[config.mk]
export PLATFORM = sky130hd
export DESIGN_NAME = io_input_queue
export DESIGN_NICKNAME = d
export VERILOG_FILES = /design/src/rtl/stack_io_pkg.sv /design/src/rtl/io_queue_mem.sv /design/src/rtl/io_input_queue.sv
export SDC_FILE = /design/constraint.sdc
export NUM_CORES = 1
export LEC_CHECK = 0
export BUFFER_PORTS_ARGS = -buffer_cell sky130_fd_sc_hd__buf_2
export CAP_MARGIN = 20
export CORE_ASPECT_RATIO = 1.25
export CORE_MARGIN = 10
export CORE_UTILIZATION = 40
export DETAILED_ROUTE_END_ITERATION = 10
export GPL_ROUTABILITY_DRIVEN = 0
export PLACE_DENSITY_LB_ADDON = 0.15
export SLEW_MARGIN = 20
export SYNTH_ARGS = -nofsm -noshare
export SYNTH_HDL_FRONTEND = slang
export SYNTH_SLANG_ARGS = --single-unit
[constraint.sdc]
create_clock -name CLK -period 4.45 [get_ports CLK]
set_clock_uncertainty 0.2 [all_clocks]
set_input_delay 0.2225 -clock CLK [delete_from_list [all_inputs] [get_ports CLK]]
set_output_delay 0.2225 -clock CLK [all_outputs]
set_load 0.02 [all_outputs]
[src/rtl/stack_io_pkg.sv]
// Shared types and constants for the stack processor I/O blocks.
package stack_io_pkg;

   // Processor word width, shared by the core and its I/O queues.
   localparam int unsigned WORD_W = 16;

   // Default input queue depth and the matching occupancy type.
   localparam int unsigned QDEPTH = 4;
   typedef logic [$clog2(QDEPTH):0] qcount_t;

   // Number of words the processor consumes in one cycle.
   typedef enum logic [1:0] {
      NONE = 2'd0,
      ONE  = 2'd1,
      TWO  = 2'd2
   } pop_amt_e;

endpackage

[src/rtl/io_queue_mem.sv]
// Register array with one write port and two asynchronous read ports.
module io_queue_mem #(
   parameter int unsigned DEPTH  = 4,
   parameter int unsigned WORD_W = 16,
   localparam int unsigned AW    = $clog2(DEPTH)
) (
   input  logic              clk_i,
   input  logic              we_i,
   input  logic [AW-1:0]     waddr_i,
   input  logic [WORD_W-1:0] wdata_i,
   input  logic [AW-1:0]     raddr0_i,
   output logic [WORD_W-1:0] rdata0_o,
   input  logic [AW-1:0]     raddr1_i,
   output logic [WORD_W-1:0] rdata1_o
);

   logic [WORD_W-1:0] mem_q [DEPTH];
   logic [WORD_W-1:0] mem_d [DEPTH];

   // Next-state of the array: only the addressed entry changes on a write.
   always_comb begin
      mem_d = mem_q;
      if (we_i) begin
         mem_d[waddr_i] = wdata_i;
      end
   end

   // Storage is not reset; the queue count masks stale entries.
   always_ff @(posedge clk_i) begin
      mem_q <= mem_d;
   end

   assign rdata0_o = mem_q[raddr0_i];
   assign rdata1_o = mem_q[raddr1_i];

endmodule

[src/rtl/io_input_queue.sv]
// Input-side circular queue presenting the two oldest words to the processor.
module io_input_queue
   import stack_io_pkg::*;
#(
   parameter int unsigned DEPTH  = 4,
   parameter int unsigned WORD_W = stack_io_pkg::WORD_W,
   localparam int unsigned AW    = $clog2(DEPTH),
   localparam int unsigned CW    = AW + 1
) (
   input  logic              CLK,
   input  logic              reset,
   input  logic [WORD_W-1:0] in_data,
   input  logic              in_valid,
   output logic              in_ready,
   input  logic              pop1,
   input  logic              pop2,
   output logic [WORD_W-1:0] getin,
   output logic [WORD_W-1:0] getin2,
   output logic [CW-1:0]     count,
   output logic              underflow_err
);

   logic [AW-1:0]     wp_q, wp_d;
   logic [AW-1:0]     rp_q, rp_d;
   logic [CW-1:0]     count_q, count_d;
   logic              err_q, err_d;
   logic [WORD_W-1:0] head_data, second_data;
   logic [AW-1:0]     rp_next1;
   pop_amt_e          pop_amt;
   logic [CW-1:0]     pop_n;
   logic              push, legal;

   // Ready is held low while in reset, otherwise reflects free space.
   assign in_ready = reset && (count_q < CW'(DEPTH));
   assign push     = in_valid && in_ready;
   assign rp_next1 = rp_q + AW'(1);

   // Decode pop strobes; pop2 takes priority over pop1.
   always_comb begin
      pop_amt = NONE;
      if (pop2) begin
         pop_amt = TWO;
      end else if (pop1) begin
         pop_amt = ONE;
      end
   end

   assign pop_n = CW'(pop_amt);
   assign legal = (pop_n <= count_q);

   // Pointer, count and sticky-error next state; an illegal pop is dropped.
   always_comb begin
      wp_d    = wp_q;
      rp_d    = rp_q;
      count_d = count_q + CW'(push);
      err_d   = err_q | ~legal;
      if (push) begin
         wp_d = wp_q + AW'(1);
      end
      if (legal) begin
         rp_d    = rp_q + AW'(pop_n);
         count_d = count_d - pop_n;
      end
   end

   // Queue state registers.
   always_ff @(posedge CLK or negedge reset) begin
      if (!reset) begin
         wp_q    <= '0;
         rp_q    <= '0;
         count_q <= '0;
         err_q   <= 1'b0;
      end else begin
         wp_q    <= wp_d;
         rp_q    <= rp_d;
         count_q <= count_d;
         err_q   <= err_d;
      end
   end

   io_queue_mem #(
      .DEPTH  (DEPTH),
      .WORD_W (WORD_W)
   ) u_mem (
      .clk_i    (CLK),
      .we_i     (push),
      .waddr_i  (wp_q),
      .wdata_i  (in_data),
      .raddr0_i (rp_q),
      .rdata0_o (head_data),
      .raddr1_i (rp_next1),
      .rdata1_o (second_data)
   );

   assign getin         = (count_q >= CW'(1)) ? head_data : '0;
   assign getin2        = (count_q >= CW'(2)) ? second_data : '0;
   assign count         = count_q;
   assign underflow_err = err_q;

endmodule

Yosys cells after proc, flatten, opt, wreduce, memory -nomap -nowiden. Cells that the tools add are included.

Latch bits: 0. ROM bits: 0. Register bits after elaboration: 72. Output and inout port bits: 37. Input port bits: 21. Logic and storage cells: 43. Memory bits (writable): 0. Memories kept: 0.

Equal/unequal tests: 0. $add $sub $neg: 5. Order comparisons: 8. Reductions and logical operators: 3. Shifts and indexed selects: 0. Divide/modulo/power cells: 0. Bitwise gates (word level): 5. Multiplexer cells: 14. Multiply operators: 0.

Operators with widths (number): $mux 16 (7); $bmux 16 s2 (2); $bwmux 64 (1); $demux 16 s2 (1); $ge 3x3->1 const B (3); $not 2->3 (3); $add 2x1->2 const B (2); $add 3x1->3 (1); $ge 3x1->1 const B (1); $ge 3x2->1 const B (1); $le 2x3->1 (1); $logic_and 1x1->1 (3); $lt 3x1->1 const B (1); $lt 3x3->1 const B (1); $mux 3 (1); $sub 3x2->3 (1); $add 2x2->2 (1); $mux 2 (1); $mux 1 (1); $not 1->1 (1); $or 1x1->1 (1).

Logic depth before layout (Yosys ltp). Gate-level depths: netlist of run 1.

Word-level depth: 6. Gate-level depth with buffers: 10. Gate-level depth less buffers: 10.

Modules after synthesis. A second synthesis of run 1 with hierarchy kept.

Cell total of the unflattened synthesis: 192. Area total of the unflattened synthesis: 3580.9 µm².

By module, submodules not included: io_queue_mem (seq. area each 1921.8 µm², area an instance 2801.4 µm², cells an instance 108, times used 1); io_input_queue (seq. area each 200.2 µm², area an instance 779.5 µm², cells an instance 84, times used 1).

Least setup slack after synthesis of run 1. No wires, ideal clock.

Path kind: reg-to-reg. Start point: reg count_q[2], in the netlist count[2]. End point: reg count_q[2], in the netlist count[2]. Stages on the path, launching flop included: 11. Path slack: 1.669 ns. Setup time: 0.087 ns. Data arrival time: 2.494 ns. Clock period less this slack: 2.781 ns. Cells stage by stage: dfrtp_1 nor2b_2 and2_0 ha_1 inv_1 ha_1 inv_1 fa_1 xor2_1 or2_2 o211ai_1.

Longest elaborated chain between the ends: 6. Elaborated cells between the ends (all ways): 7. Those cells by class: add/sub: 2; order compare: 2; mux: 1; reduce/logical: 2.

RTL lines: from (decl) (line io_input_queue.sv:25) `logic [CW-1:0] count_q, count_d;`; from (signal assigned) (line io_input_queue.sv:76) `count_q <= count_d;`; $lt 3x3->1 * (line io_input_queue.sv:34) `assign in_ready = reset && (count_q < CW'(DEPTH));`; $logic_and 1x1->1 * (line io_input_queue.sv:34); net in_ready (line io_input_queue.sv:14) `output logic in_ready,`; $logic_and 1x1->1 * (line io_input_queue.sv:35) `assign push = in_valid && in_ready;`; net push (line io_input_queue.sv:31) `logic push, legal;`; $add 3x1->3 * (line io_input_queue.sv:55) `count_d = count_q + CW'(push);`; $sub 3x2->3 (line io_input_queue.sv:62) `count_d = count_d - pop_n;`; $mux 3 * (line io_input_queue.sv:60) `if (legal) begin`; net count_d[2] (line io_input_queue.sv:25).

Mark *: on every way through the listed nets, which the timed path passes. The rest lies on a longest branch. A chain may end at the register's enable or synchronous reset.

Worst setup path in the final report of run 1.
Start point: in reset. End point: reg count_q[2], in the netlist count[2].

Longest elaborated chain between the ends: 5.

RTL lines: from (decl) (line io_input_queue.sv:11) `input logic reset,`; $logic_and 1x1->1 * (line io_input_queue.sv:34); $logic_and 1x1->1 * (line io_input_queue.sv:35); net push (line io_input_queue.sv:31); $add 3x1->3 * (line io_input_queue.sv:55); $sub 3x2->3 (line io_input_queue.sv:62); $mux 3 * (line io_input_queue.sv:60); net count_d[2] (line io_input_queue.sv:25).

Marks and branches as above.

==> results.sh, run 1 <==
export IMPL_fp_coreArea_sq_um=8610
export IMPL_cts_resized_gates=0
export IMPL_root_buffer="clkbuf_8"
export IMPL_final_common_cell="edfxtp_1"
export IMPL_most_common_layout_cells="edfxtp_1 (64), buf_2 (57), nor2b_1 (33)"
export IMPL_syn_avg_cell_area_sq_um=18.0
export IMPL_drcViolationCount=0
export IMPL_worst_setup_path_start_kind="input port"
export IMPL_clk_pin_slew_ns=0.07
export IMPL_final_nets=305
export IMPL_cp_arrival_ns=2.93
export IMPL_synth_xor_area_share_pct=0.751
export IMPL_drt_pre_antenna_iters=4
export IMPL_layout_drive_gt1_share_pct=41.4
export IMPL_cts_buffers=9
export IMPL_seq_area_frac_synth_pct=60.6
export IMPL_grt_max_degree=36
export IMPL_antenna_found_initial=0
export IMPL_power_density_nw_per_um2=667
export IMPL_post_cts_buffers=0
export IMPL_io_buffers=57
export IMPL_yosysWarnings=0
export IMPL_stdcell_area_sq_um=4280
export IMPL_synth_simple_gate_area_share_pct=8.26
export IMPL_hold_viol=0
export IMPL_synth_fa_ha_area_share_pct=4.15
export IMPL_rsz0062_at_grt="no"
export IMPL_start_util_pct=40.7
export IMPL_grt_pass1_vias=2227
export IMPL_wire_per_inst_microns=17.9
export IMPL_clock_sinks=72
export IMPL_fin_crit_sh_pct=64.8
export IMPL_drt_iter0_drc=100
export IMPL_maxCapViolations=0
export IMPL_postPlaceCellArea_sq_um=3890
export IMPL_cp_end_kind="flip-flop"
export IMPL_max_freq_mhz=347
export IMPL_die_h_microns=125
export IMPL_fin_crit_ns=2.88
export IMPL_drt_vias_per_instance=5.09
export IMPL_tightest_slew_ns=0.970
export IMPL_max_slew_margin_pct=35.4
export IMPL_vias=2027
export IMPL_cts_max_level=3
export IMPL_fill_cells=745
export IMPL_syn_inst=195
export IMPL_synth_top_family_by_area="multiplexers"
export IMPL_die_area_sq_um=12900
export IMPL_min_path_type="in -> async"
export IMPL_ir_drop_uv=377
export IMPL_synth_area_sq_um=3500
export IMPL_cts_tree="built"
export IMPL_hpwl_microns=4720
export IMPL_setup_viol=0
export IMPL_synth_seq_cells=72
export IMPL_clock_latency_ns=0.33
export IMPL_status="complete, no violations"
export IMPL_setup_tns_ns=0
export IMPL_drtAntennaViolNets=0
export IMPL_fp_dieW_microns=104
export IMPL_crit_fanout=9
export IMPL_clk_path_buf_depth=2
export IMPL_antenna_cells=0
export IMPL_cts_hold_buf=17
export IMPL_io_pins=58
export IMPL_worstPathRequired_ns=4.50
export IMPL_p_leak_uw=0.00159
export IMPL_synthMuxAreaShare_pct=21.8
export IMPL_synth_compound_area_share_pct=1.43
export IMPL_synth_net_count=227
export IMPL_wl_microns=7110
export IMPL_utilization_pct=49.8
export IMPL_syn_to_final_growth_pct=22.3
export IMPL_rows=38
export IMPL_synth_distinct_cells=28
export IMPL_grt_pass1_wl_microns=11600
export IMPL_setup_worst_path_class="in -> reg"
export IMPL_drv_slew=0
export IMPL_grt_overflow_total=0
export IMPL_grt_usage_pct=11.2
==> area by class of cell <==
cell class	count	area, sq um	area share (%)
Inverter	8	30.0	0.701
Multi-Input combinational cell	105	1280	29.9
Timing Repair Buffer	77	478	11.2
Clock inverter	7	93.8	2.19
Clock buffer	9	124	2.89
Tap cell	120	150	3.51
Sequential cell	72	2130	49.6
==> worst max-delay path, stage by stage <==
cell and delay, ns:
dlygate4sd3_1 0.52, buf_2 0.22, nor2b_2 0.26, and2_0 0.24
ha_1 0.26, inv_1 0.07, ha_1 0.14, inv_1 0.05
fa_1 0.37, xor2_1 0.16, or2_2 0.28, o211ai_1 0.15
==> flip-flops by register name, indices dropped and copies added (netlist names) <==
register / count
count: 3
underflow_err: 1
u_mem.mem_q: 64
wp_q: 2
rp_q: 2
==> layer usage <==
metal	wire length, microns	GRT usage [%]
met5	0	0
met4	87	4.27
met3	326	2.95
met2	3640	19.1
met1	3060	13.3
==> power breakdown <==
group / leakage, uW / switching [uW] / total [uW] / internal (uW)
sequential: 0.000670 / 138 / 967 / 829
clock: 0.000106 / 239 / 554 / 315
combinational: 0.000811 / 710 / 1330 / 624
total: 0.00159 / 1090 / 2860 / 1770
==> cells by family (layout without fill, tap and decap cells) <==
kind of cell | Yosys count | in the layout
compound gates | 7 | 7
fa+ha+maj | 11 | 11
simple gates | 48 | 48
mux | 36 | 36
flops | 72 | 72
buf+inv | 18 | 101
xor+xnor | 3 | 3
==> cells in the mapped netlist, drive strengths merged <==
cell type	instances	area (sq um)
a21oi	1	5.00
and2	1	6.26
and3	4	25.0
buf	9	70.1
clkbuf	1	3.75
dfrtp	8	200
edfxtp	64	1920
fa	1	20.0
ha	10	125
inv	8	30.0
mux2	3	33.8
mux2i	1	10.0
mux4	32	721
nand2	4	15.0
nand2b	1	6.26
nor2	1	3.75
nor2b	34	215
nor3	1	5.00
o2111ai	2	17.5
o211ai	2	15.0
o21a	1	7.51
o21ai	1	5.00
or2	2	12.5
xnor2	2	17.5
xor2	1	8.76
==> path summary, 6_finish.rpt <==
check                           cells after the start  slack [ns]     startpoint       endpoint
worst min register to register                      1        0.29  underflow_err  underflow_err
min in group CLK                                    4        0.11           pop2        rp_q[1]
worst max-delay path                               12        1.57          reset       count[2]
worst max register to register                     10        1.74       count[2]       count[2]
worst min-delay path                                2        0.07          reset       count[0]
max in group asynchronous                           2        3.79          reset        rp_q[1]
==> through the flow <==
step                worst slack, ns  total power, uW  cells  hold slack (ns)
floorplan                      1.67             1960    195           -0.273
global placement               1.80             2330    365           -0.125
detailed placement             1.75             2340    365           -0.123
CTS                            1.57             2910    398           0.0377
global route                   1.36             3050    398           0.0696
finish                         1.57             2860    398           0.0659
No activity file was read; power rests on OpenSTA's default activity.
==> run 2, diff against run 1 <==
==> constraint.sdc (replaced) <==
create_clock -name CLK -period 2.4 [get_ports CLK]
set_clock_uncertainty 0.2 [all_clocks]
set_input_delay 0.12 -clock CLK [delete_from_list [all_inputs] [get_ports CLK]]
set_output_delay 0.12 -clock CLK [all_outputs]
set_load 0.02 [all_outputs]
==> run 2 against run 1 <==
Against the previous run: non-clock buffer count rose by 12; die area stayed put; core utilization is 1.2 points higher; combinational power grew 110%; sequential power up 75%; register-to-register slack got worse by 1.6 ns; largest power group unchanged; worst setup slack lost 1.5 ns; design area rose by 2.5%; worst hold slack got worse by 0.048 ns; final cell count grew 3.0%; routed wire length shrank 1.2%; critical path depth unchanged.
==> results.sh, run 2 (synthesis results as in run 1) <==
export IMPL_antenna_cells=0
export IMPL_clock_sinks=72
export IMPL_clk_pin_slew_ns=0.07
export IMPL_place_inst=375
export IMPL_power_density_nw_per_um2=1190
export IMPL_utilization_pct=51.0
export IMPL_fp_coreArea_sq_um=8610
export IMPL_cts_tree="built"
export IMPL_syn_to_final_growth_pct=25.3
export IMPL_rows=38
export IMPL_p_leak_uw=0.00164
export IMPL_grt_usage_pct=11.4
export IMPL_grt_max_degree=23
export IMPL_cp_end_kind="flip-flop"
export IMPL_hpwl_microns=4870
export IMPL_fin_crit_ns=2.29
export IMPL_antenna_found_initial=0
export IMPL_io_pins=58
export IMPL_wire_per_inst_microns=17.1
export IMPL_maxCapViolations=0
export IMPL_setup_worst_path_class="in -> reg"
export IMPL_max_slew_margin_pct=78.0
export IMPL_clock_latency_ns=0.34
export IMPL_top_register="u_mem.mem_q"
export IMPL_cts_buffers=9
export IMPL_setup_viol=0
export IMPL_most_common_layout_cells="edfxtp_1 (64), buf_2 (57), nor2b_1 (33)"
export IMPL_setup_tns_ns=0
export IMPL_grt_overflow_total=0
export IMPL_final_nets=317
export IMPL_cp_arrival_ns=2.34
export IMPL_start_util_pct=40.7
export IMPL_rsz0062_at_grt="no"
export IMPL_largest_reg_flops=64
export IMPL_drt_iter0_drc=65
export IMPL_drv_slew=0
export IMPL_ir_drop_uv=746
export IMPL_worst_setup_path_start_kind="input port"
export IMPL_grt_pass1_wl_microns=11700
export IMPL_wl_microns=7020
export IMPL_power_total_uw=5210
export IMPL_drtAntennaViolNets=0
export IMPL_layout_cells_non_filler=410
export IMPL_die_h_microns=125
export IMPL_final_common_cell="edfxtp_1"
export IMPL_io_buffers=57
export IMPL_drcViolationCount=0
export IMPL_status="complete, no violations"
export IMPL_fill_cells=718
export IMPL_worstPathRequired_ns=2.45
export IMPL_crit_fanout=3
export IMPL_cts_max_level=3
export IMPL_drt_pre_antenna_iters=4
export IMPL_max_freq_mhz=436
export IMPL_fin_crit_sh_pct=95.5
export IMPL_clk_path_buf_depth=2
export IMPL_min_path_type="in -> async"
export IMPL_vias=2032
export IMPL_die_area_sq_um=12900
export IMPL_fp_dieW_microns=104
export IMPL_hold_viol=0
export IMPL_root_buffer="clkbuf_8"
export IMPL_tightest_slew_ns=0.326
export IMPL_grt_pass1_vias=2278
export IMPL_layout_drive_gt1_share_pct=44.8
export IMPL_drt_vias_per_instance=4.96
run 2: cell count changes in the layout (fill, tap and decap cells not counted), sizes merged, moves of 2 or more:
cell and change:
bufinv -2, dlygate4sd3 +2, buf +10, clkinvlp -2
clkinv +3, clkbuf +2
run 2: timing repair:
item                       in CTS  in global routing
gates resized for setup         0                  1
hold buffers                   19                  0
setup endpoints to repair       0                  1
hold endpoints to repair       74                  0
setup buffers                   0                  0
run 2: critical path, cell delays in order:
cell	delay [ns]
dlygate4sd3_1	0.52
buf_2	0.12
nor2b_4	0.12
and2_4	0.15
ha_4	0.21
inv_2	0.07
ha_4	0.12
inv_2	0.03
fa_2	0.34
xor2_1	0.16
or2_4	0.22
o211ai_1	0.17
run 2: worst paths after layout:
| kind | slack [ns] | cells after the start | start | endpoint |
|---|---|---|---|---|
| max in group asynchronous | 1.83 | 3 | reset | count[2] |
| min | 0.02 | 3 | reset | count[0] |
| min reg2reg | 0.26 | 1 | underflow_err | underflow_err |
| max | 0.11 | 12 | reset | count[2] |
| max reg2reg | 0.12 | 10 | count[2] | count[2] |
| min in group CLK | 0.07 | 5 | pop1 | count[0] |
run 2: through the flow:
step                      setup slack (ns)  hold WS [ns]  instance area, sq um
after detailed placement             0.116        -0.149                  4030
final                                0.109        0.0179                  4390
after floorplan                    -0.0657        -0.376                  3540
after global placement               0.136        -0.143                  4030
after CTS                           0.0940       0.00443                  4380
after global routing               0.00714        0.0440                  4390
run 2: layout make-up:
cell class / instances / area, sq um / area share [%]
clock buffer: 11 / 131 / 2.99
sequential: 72 / 2120 / 48.4
timing repair buffer: 89 / 598 / 13.6
inverter: 8 / 30.0 / 0.684
tap: 120 / 150 / 3.42
multi-input combinational: 105 / 1330 / 30.3
clock inverter: 5 / 23.8 / 0.542
run 2: where the power goes:
part	switching [uW]	internal, uW	leakage, uW	total [uW]
Combinational	1460	1300	0.000883	2760
Sequential	149	1540	0.000668	1690
Clock	405	364	0.0000843	769
Total	2010	3200	0.00164	5210
run 2: per-layer routing:
metal  routed length, microns  vias to the layer above  global-route usage (%)
met1                     3010                     1020                    13.4
met3                      340                       16                    2.80
met5                        0                        -                       0
met2                     3450                       54                    18.4
met4                      217                        0                    7.05
li1                         -                      942                       -
==> run 3, diff against run 2 <==
--- a/config.mk
+++ b/config.mk
@@ -10,6 +10,7 @@
 export CORE_ASPECT_RATIO = 1.25
 export CORE_MARGIN = 10
 export CORE_UTILIZATION = 40
+export CTS_BUF_LIST = sky130_fd_sc_hd__clkbuf_2 sky130_fd_sc_hd__clkbuf_4 sky130_fd_sc_hd__clkbuf_8
 export DETAILED_ROUTE_END_ITERATION = 10
 export GPL_ROUTABILITY_DRIVEN = 0
 export PLACE_DENSITY_LB_ADDON = 0.15
==> run 3 against run 2 <==
Against the previous run: final cell count unchanged; die area is the same; sequential power barely moved; worst hold slack hardly changed; combinational power is essentially flat; maximum frequency is essentially flat; critical path depth stayed put; sequential share of layout area fell by 0.083 points; critical endpoint unchanged; largest power group unchanged.
==> results.sh, run 3 (synthesis results as in run 1) <==
export IMPL_status="complete, no violations"
export IMPL_cp_num_buf_inv=4
export IMPL_grt_overflow_total=0
export IMPL_start_util_pct=40.7
export IMPL_worst_setup_path_start_kind="input port"
export IMPL_wire_per_inst_microns=17.1
export IMPL_power_total_uw=5230
export IMPL_clock_sinks=72
export IMPL_drv_slew=0
export IMPL_fp_dieW_microns=104
export IMPL_p_leak_uw=0.00164
export IMPL_wl_microns=7000
export IMPL_fin_crit_ns=2.29
export IMPL_top_register="u_mem.mem_q"
export IMPL_worstPathRequired_ns=2.45
export IMPL_postPlaceCellArea_sq_um=4030
export IMPL_hold_viol=0
export IMPL_crit_fanout=3
export IMPL_drcViolationCount=0
export IMPL_final_nets=317
export IMPL_most_common_layout_cells="edfxtp_1 (64), buf_2 (57), nor2b_1 (33)"
export IMPL_final_common_cell="edfxtp_1"
export IMPL_cp_arrival_ns=2.34
export IMPL_io_buffers=57
export IMPL_antenna_cells=0
export IMPL_stdcell_area_sq_um=4400
export IMPL_grt_usage_pct=11.4
export IMPL_clk_path_buf_depth=2
export IMPL_largest_reg_flops=64
export IMPL_cts_max_level=3
export IMPL_maxCapViolations=0
export IMPL_setup_worst_path_class="in -> reg"
export IMPL_fin_crit_sh_pct=95.5
export IMPL_layout_drive_gt1_share_pct=45.5
export IMPL_clk_pin_slew_ns=0.07
export IMPL_rows=38
export IMPL_post_cts_buffers=0
export IMPL_layout_cells_non_filler=410
export IMPL_grt_pass1_wl_microns=11700
export IMPL_fp_coreArea_sq_um=8610
export IMPL_path_cells="dlygate4sd3_1 > buf_2 > nor2b_4 > and2_4 > ha_4 > inv_2 > ha_4 > inv_2 > fa_2 > xor2_1 > or2_4 > o211ai_1"
export IMPL_rsz0062_at_grt="no"
export IMPL_setup_viol=0
export IMPL_clock_latency_ns=0.34
export IMPL_drt_pre_antenna_iters=4
export IMPL_setup_tns_ns=0
export IMPL_max_stage_delay_ns=0.52
export IMPL_drtAntennaViolNets=0
export IMPL_slowest_stage="dlygate4sd3_1"
export IMPL_root_buffer="clkbuf_8"
export IMPL_cp_end_kind="flip-flop"
export IMPL_power_density_nw_per_um2=1190
export IMPL_drt_iter0_drc=60
export IMPL_cts_buffers=9
export IMPL_grt_pass1_vias=2265
export IMPL_die_area_sq_um=12900
export IMPL_min_path_type="in -> async"
export IMPL_hpwl_microns=4870
export IMPL_crit_family="buffers and inverters"
export IMPL_place_inst=375
export IMPL_tightest_slew_ns=0.327
export IMPL_reg2reg_slack_ns=0.12
export IMPL_ir_drop_uv=739
export IMPL_cts_tree="built"
export IMPL_die_h_microns=125
export IMPL_syn_to_final_growth_pct=25.6
export IMPL_whs_ns=0.0180
export IMPL_antenna_found_initial=0
export IMPL_max_slew_margin_pct=78.0
export IMPL_grt_max_degree=23
export IMPL_vias=2035
export IMPL_io_pins=58
export IMPL_drt_vias_per_instance=4.96
export IMPL_max_freq_mhz=436
run 3: layer usage:
metal / vias up / wire length [microns] / GRT usage (%)
met3: 14 / 338 / 2.80
met1: 1026 / 2990 / 13.4
li1: 943 / - / -
met4: 0 / 195 / 6.73
met5: - / 0 / 0
met2: 52 / 3470 / 18.4
run 3: what timing repair did:
item	4_1_cts	5_1_grt
gates resized for setup	0	1
hold buffers	19	0
endpoints found under the setup margin	0	1
hold endpoints to repair	74	0
run 3: final timing paths:
kind,startpoint,to,cells past startpoint
max reg2reg,count[2],count[2],10
min reg2reg,underflow_err,underflow_err,1
min in group CLK,pop1,count[0],5
min,reset,count[0],3
max in group asynchronous,reset,count[2],3
max,reset,count[2],12
run 3: worst min-delay path, cell delays in order:
cell and delay, ns:
dlygate4sd3_1 0.51, buf_2 0.10, buf_4 0.17
run 3: area by class of cell:
type / instances / area (sq um)
well taps: 120 / 150
fillers: 716 / 4210
clock buffers: 11 / 139
clock inverters: 5 / 23.8
inverters: 8 / 30.0
repair buffers: 89 / 598
flip-flops and latches: 72 / 2120
multi-input cells: 105 / 1330
run 3: per-stage QoR:
step / setup slack [ns] / util (%)
global placement: 0.136 / 46.8
finish: 0.109 / 51.1
global route: 0.00714 / 51.1
detailed placement: 0.116 / 46.8
floorplan: -0.0657 / -
CTS: 0.0940 / 50.9
run 3: where the power goes:
part | switching (uW) | internal [uW] | leakage, uW
Clock | 404 | 387 | 0.0000911
Combinational | 1460 | 1300 | 0.000883
Sequential | 149 | 1540 | 0.000668
